==> src/rtl/prim_assembler.sv <==
// ---------------------------------------------------------------------------
// prim_assembler
//
// Purpose:
//   Sits between the per-attribute vertex FIFOs and the rasterizer. It pops
//   one word from every attribute channel in lock-step and gathers VERTS
//   vertices into a primitive. Finished primitives are presented through a
//   two-slot ping-pong buffer, so the next primitive can be gathered while
//   the consumer still holds the current one.
//
// Parameters:
//   DATA_W  width of one attribute word
//   NUM_CH  number of attribute channels (ch0 = position, ch1 = color, ...)
//   VERTS   vertices per primitive (>= 2)
//
// Ports:
//   clk           rising-edge clock
//   rst           asynchronous active-high reset
//   fifo_empty    per-channel FIFO empty flags
//   fifo_dout     FIFO read data, channel c at [c*DATA_W +: DATA_W]
//                 (standard-mode FIFO: data valid the cycle after rd_en)
//   fifo_rd_en    per-channel pop, all bits identical
//   prim_data     presented primitive, vertex v / channel c at
//                 [(v*NUM_CH+c)*DATA_W +: DATA_W]
//   prim_valid    prim_data holds a complete primitive
//   prim_dequeue  consumer pulse releasing the presented primitive
//   prim_count    primitives accepted by the consumer (wraps at 2^16)
// ---------------------------------------------------------------------------
module prim_assembler #(
    parameter int DATA_W = 96,
    parameter int NUM_CH = 2,
    parameter int VERTS  = 3
) (
    input  logic                            clk,
    input  logic                            rst,
    input  logic [NUM_CH-1:0]               fifo_empty,
    input  logic [NUM_CH*DATA_W-1:0]        fifo_dout,
    output logic [NUM_CH-1:0]               fifo_rd_en,
    output logic [VERTS*NUM_CH*DATA_W-1:0]  prim_data,
    output logic                            prim_valid,
    input  logic                            prim_dequeue,
    output logic [15:0]                     prim_count
);

    localparam int VERT_W = NUM_CH * DATA_W;
    localparam int CNT_W  = $clog2(VERTS + 1);

    // Slot storage: one word of all channels per vertex, two slots.
    logic [VERT_W-1:0] r_vert [2][VERTS];

    logic [1:0]        r_full;
    logic              r_gather_sel;
    logic              r_out_sel;
    logic [CNT_W-1:0]  r_issued;
    logic [CNT_W-1:0]  r_captured;
    logic              r_cap_pending;
    logic [15:0]       r_prim_count;

    logic              w_all_ready;
    logic              w_pop;
    logic              w_last_cap;
    logic              w_deq_accept;
    logic [1:0]        w_full_next;

    // ------------------------------------------------------------------
    // Pop issue: purely combinational from registered state and the empty
    // flags, so the FIFO sees the request in the same cycle. Gated by rst
    // so no FIFO entry is lost while the assembler is held in reset.
    // ------------------------------------------------------------------
    assign w_all_ready = ~|fifo_empty;
    assign w_pop       = !rst && w_all_ready &&
                         (r_issued < CNT_W'(VERTS)) &&
                         !r_full[r_gather_sel];
    assign fifo_rd_en  = {NUM_CH{w_pop}};

    // The VERTS-th capture closes the primitive in the slot being filled.
    assign w_last_cap   = r_cap_pending && (r_captured == CNT_W'(VERTS - 1));
    assign w_deq_accept = prim_dequeue && r_full[r_out_sel];

    // Completion and dequeue can coincide; they always touch different
    // slots (a slot being filled is never full, so it cannot be the one
    // being dequeued), so both updates are simply applied.
    always_comb begin
        w_full_next = r_full;
        if (w_last_cap) begin
            w_full_next[r_gather_sel] = 1'b1;
        end
        if (w_deq_accept) begin
            w_full_next[r_out_sel] = 1'b0;
        end
    end

    // ------------------------------------------------------------------
    // Sequential state
    // ------------------------------------------------------------------
    always_ff @(posedge clk or posedge rst) begin
        if (rst) begin
            for (int s = 0; s < 2; s++) begin
                for (int v = 0; v < VERTS; v++) begin
                    r_vert[s][v] <= '0;
                end
            end
            r_full        <= 2'b00;
            r_gather_sel  <= 1'b0;
            r_out_sel     <= 1'b0;
            r_issued      <= '0;
            r_captured    <= '0;
            r_cap_pending <= 1'b0;
            r_prim_count  <= 16'd0;
        end else begin
            // Data popped last cycle is on fifo_dout now; store it at the
            // next vertex position of the slot being filled.
            if (r_cap_pending) begin
                for (int v = 0; v < VERTS; v++) begin
                    if (r_captured == CNT_W'(v)) begin
                        r_vert[r_gather_sel][v] <= fifo_dout;
                    end
                end
            end

            r_cap_pending <= w_pop;

            if (w_last_cap) begin
                // issued == VERTS here, so no pop competes with the clear.
                r_gather_sel <= ~r_gather_sel;
                r_issued     <= '0;
                r_captured   <= '0;
            end else begin
                if (w_pop) begin
                    r_issued <= r_issued + 1'b1;
                end
                if (r_cap_pending) begin
                    r_captured <= r_captured + 1'b1;
                end
            end

            r_full <= w_full_next;

            if (w_deq_accept) begin
                r_out_sel    <= ~r_out_sel;
                r_prim_count <= r_prim_count + 16'd1;
            end
        end
    end

    // ------------------------------------------------------------------
    // Presentation: the slot selected by out_sel drives the outputs.
    // ------------------------------------------------------------------
    assign prim_valid = r_full[r_out_sel];
    assign prim_count = r_prim_count;

    generate
        for (genvar gi = 0; gi < VERTS; gi++) begin : g_out
            assign prim_data[gi*VERT_W +: VERT_W] =
                r_out_sel ? r_vert[1][gi] : r_vert[0][gi];
        end
    endgenerate

endmodule

==> config.mk <==
export PLATFORM = sky130hd
export DESIGN_NAME = prim_assembler
export DESIGN_NICKNAME = d
export VERILOG_FILES = /design/src/rtl/prim_assembler.sv
export SDC_FILE = /design/constraint.sdc
export NUM_CORES = 2
export LEC_CHECK = 0
export ABC_AREA = 1
export CORE_MARGIN = 3
export CORE_UTILIZATION = 48
export CTS_BUF_LIST = sky130_fd_sc_hd__clkbuf_16
export CTS_CLUSTER_DIAMETER = 50
export CTS_CLUSTER_SIZE = 24
export DETAILED_ROUTE_END_ITERATION = 12
export GPL_TIMING_DRIVEN = 1
export HOLD_SLACK_MARGIN = 0.12
export PLACE_DENSITY = 0.86
export SLEW_MARGIN = 20
export SYNTH_ARGS = -nofsm -noshare
export SYNTH_HDL_FRONTEND = slang
export SYNTH_SLANG_ARGS = --single-unit
==> constraint.sdc <==
create_clock -name clk -period 43.5 [get_ports clk]
set_clock_uncertainty 0.1 [all_clocks]
set_input_delay 13.05 -clock clk [delete_from_list [all_inputs] [get_ports clk]]
set_output_delay 13.05 -clock clk [all_outputs]
set_load 0.05 [all_outputs]
==> results summary <==
The flow ran to the end, and the final reports show no timing, DRC or antenna violations. The portion of synthesized cell area occupied by the leading cell type is just under 60%. In this run the mean area of a mapped cell was between 8 and 9 um2. The die height is 330.3 um. The most common cell in the synthesized netlist is nand2_1. The number of DRC markers in iteration 0 came out at between 4000 and 5000. The endpoint arrival time on the critical path is between 10 and 15 ns. Setup repair after global routing left no endpoint under its margin.

Global routing used about 27% of the available tracks. The number of nets with antenna violations after routing is 0. The number of stages on the worst hold path came out at 2. The post-synthesis net count came out at 6124. The estimated wirelength of the detail-placed design is 93600 um. The part of the Yosys area used for sequential elements is between 50 and 60%. Summed over all layers, the global routing overflow is 0. The area growth from synthesis to final layout came out at 22.80%.

The area of the die is ~110000 um2. Sorting the synthesized cells by how often they occur yields nand2_1, dfrtp_1, o21ai_1. The post-detailed-route wirelength per cell is 18.75 um. The filler cell count in the final layout came out at ~8400. By area the synthesized netlist is led by dfrtp_1, nand2_1, o21ai_1. In this run the critical register-to-register path is launched from r_gather_sel. The share of post-route cells with drive strength above 1 came out at approximately 6%. The via count came out at about 43000. Clock-pin slew was measured on the worst setup and hold paths at roughly 0.070 ns.

STA classifies the critical path startpoint as a primary input. Counting cells, the worst reg-to-reg path comes to 6. The clock tree synthesis step divided the H-tree into 3 levels.

The number of CTS-inserted buffers is 108. The tree is rooted in a clkbuf_16. The signal on the critical path passes through clkdlybuf4s50_1, nor2_1, nand2_1, nor2_1, clkdlybuf4s50_1.

The number of cells upsized or downsized after cts came out at 0. In this run the most critical hold path is launched from r_vert[265]. The first-pass iteration count of the detailed router came out at 9. The number of hold violations in the final report came to 0. The first global-routing pass estimated approximately 230000 um of wire.

Across all hold checks on the routed design, the worst slack comes to 0.3825 ns. The number of buffer and inverter instances along the worst setup path came out at 2. For the worst setup path, the data required time is roughly 30 ns. The worst register-to-register path ends at r_vert[835]. The sink of the worst hold path is r_vert[265]. The synthesized netlist contains 27 unique library cells. Summing all flip-flop and latch instances after layout gives 29460 um2. The final RePlAce weighted congestion is 0.8781.

The number of setup buffers added after CTS is 0. For this configuration, the core starts out at a cell density of between 40% and 50%. The via count of the first global-routing pass came out at ~40000. The class of the most critical setup path is in -> out. The area of the multi-input gates came out at ~18000 um2. The worst-case headroom to the max-slew limit is 17.24%. The number of synthesized flops with an enable pin came out at 0.

The initial antenna violation count is 17. The number of warnings reported in the yosys synthesis log is 0. The routed design has about 150000 um of wire. The post-layout net count is approximately 6700. The main flop type after synthesis is dfrtp_1.

The share of synthesized registers carrying an async set or reset came out at 100.0%. The clock sink total is about 1200. The total area inside the core boundary comes to 103900 um2.

The TritonCTS clock tree is done. The stage delay of the slowest cell on the critical path is about 0.89 ns. The post-place setup slack came out at approximately 15 ns. With fillers left out, the area of the finished cells amounts to slightly above 60000 um2. The worst hold path class is reg -> reg. Setup violations remaining at the end of the flow were counted as 0. The setup TNS came out at 0 ns. The number of flip-flops and latches in the synthesized netlist is roughly 1200. The maximum root-to-sink buffer count came out at 3. The top achievable clock speed is about 36 MHz.

Of all nets on the critical path, the largest fanout is 7. The number of design rule violations left after detail routing came out at 0. The minimum setup slack in the final design came out at 15.40 ns. The pin slew with the least headroom to its limit is 1.241 ns. The cell taking the most area after synthesis is dfrtp_1. Among cell families on the critical path, the largest total delay comes from buffers and inverters. Entering global routing, the biggest net connects about 210 pins. The floorplan step set the die width to ~330 um. The max-capacitance violation count came out at 0. The number of hold buffers added after CTS was 0. a little under 800 I/O pins were placed.

The worst-path cell with the longest stage delay is clkdlybuf4s50_1. The clock insertion delay at the later pin of the skew report came out at around 0.68 ns. The shortest period the worst path allows came out at 28.10 ns. In this run the cell area measured after placement is about 58000 um2.

The number of buffers inserted by port buffering came out at roughly 790. The number of placement rows is about 120. STA classifies the critical path endpoint as a primary output. The cell count after synthesis is just under 6000.

In the routed layout, each cell is associated on average with a via count of between 5 and 6. The final count of pins violating max slew came out at 0. The synthesized netlist occupies a cell area of 50480 um2. The minimum setup slack among reg-to-reg paths is 39.43 ns. The fraction of the cycle the final worst path needs is approximately 65%.
-- worst reg2reg max path: cells and delay by family (launching register included) --
kind,cells,cell delay [ns]
compound gates,1,0.11
flops,1,0.66
simple gates,2,0.97
buf+inv,3,2.15
-- routing by layer --
| layer | track usage [%] | vias to the layer above | wire length [um] |
|---|---|---|---|
| li1 | - | 19790 | - |
| met1 | 34.21 | 20710 | 57370 |
| met2 | 41.42 | 1985 | 68610 |
| met3 | 6.069 | 448 | 12700 |
| met4 | 16.97 | 10 | 10660 |
| met5 | 0 | - | 75 |
-- per-stage QoR --
stage	std cells	utilization, %
final	7968	59.64
after detailed placement	7750	55.92
after global placement	7750	55.92
after floorplan	5925	-
after CTS	7954	59.59
after global routing	7966	59.63
-- flip-flops by register name, summed over array words and instances (netlist names) --
register,flops
r_captured,2
r_gather_sel,1
r_issued,2
r_full,2
r_out_sel,1
r_cap_pending,1
prim_count,16
r_vert,1152
-- placed cells by master (no fill, tap or decap), drive strengths merged --
master         instances
ha                     2
dfrtp               1177
nand4                  2
clkdlybuf4s50        791
nand2               2942
nor2                  21
xor2                   7
nand3b                 5
nand3                 10
diode                 14
a21boi                 1
bufinv                 6
o21ai               1153
clkbuf               109
clkinv                33
inv                  260
buf                   39
a21oi                  2
clkinvlp              12
a22oi                  2
-- final cells by class --
cell class                      count  area share (%)
Clock inverter                     95           1.760
Tap cell                         1380           2.786
Antenna cell                       14         0.05652
Inverter                          216           1.326
Multi-Input combinational cell   4147           28.72
Sequential cell                  1177           47.52
Timing Repair Buffer              830           13.43
Clock buffer                      109           4.400
-- cells by family after synthesis --
group / after synthesis / share of synthesized area (%)
compound gates: 1158 / 12.63
xor+xnor: 7 / 0.1215
fa+ha+maj: 2 / 0.04957
buf+inv: 601 / 6.479
flops: 1177 / 58.35
simple gates: 2980 / 22.37
-- worst max path at each step --
| stage | slack [ns] | cells after the start | end | startpoint |
|---|---|---|---|---|
| after floorplan | 14.10 | 1 | prim_count[0] | rst |
| after global placement | 15.38 | 5 | fifo_rd_en[1] | fifo_empty[0] |
| after detailed placement | 15.42 | 5 | fifo_rd_en[0] | rst |
| after CTS | 15.41 | 5 | fifo_rd_en[0] | rst |
| after global routing | 15.33 | 5 | fifo_rd_en[1] | rst |
| final | 15.40 | 5 | fifo_rd_en[1] | rst |
Power is left out: the tool's default activity adds up to more than one toggle a clock period on the data nets, which glitch-free logic cannot reach.
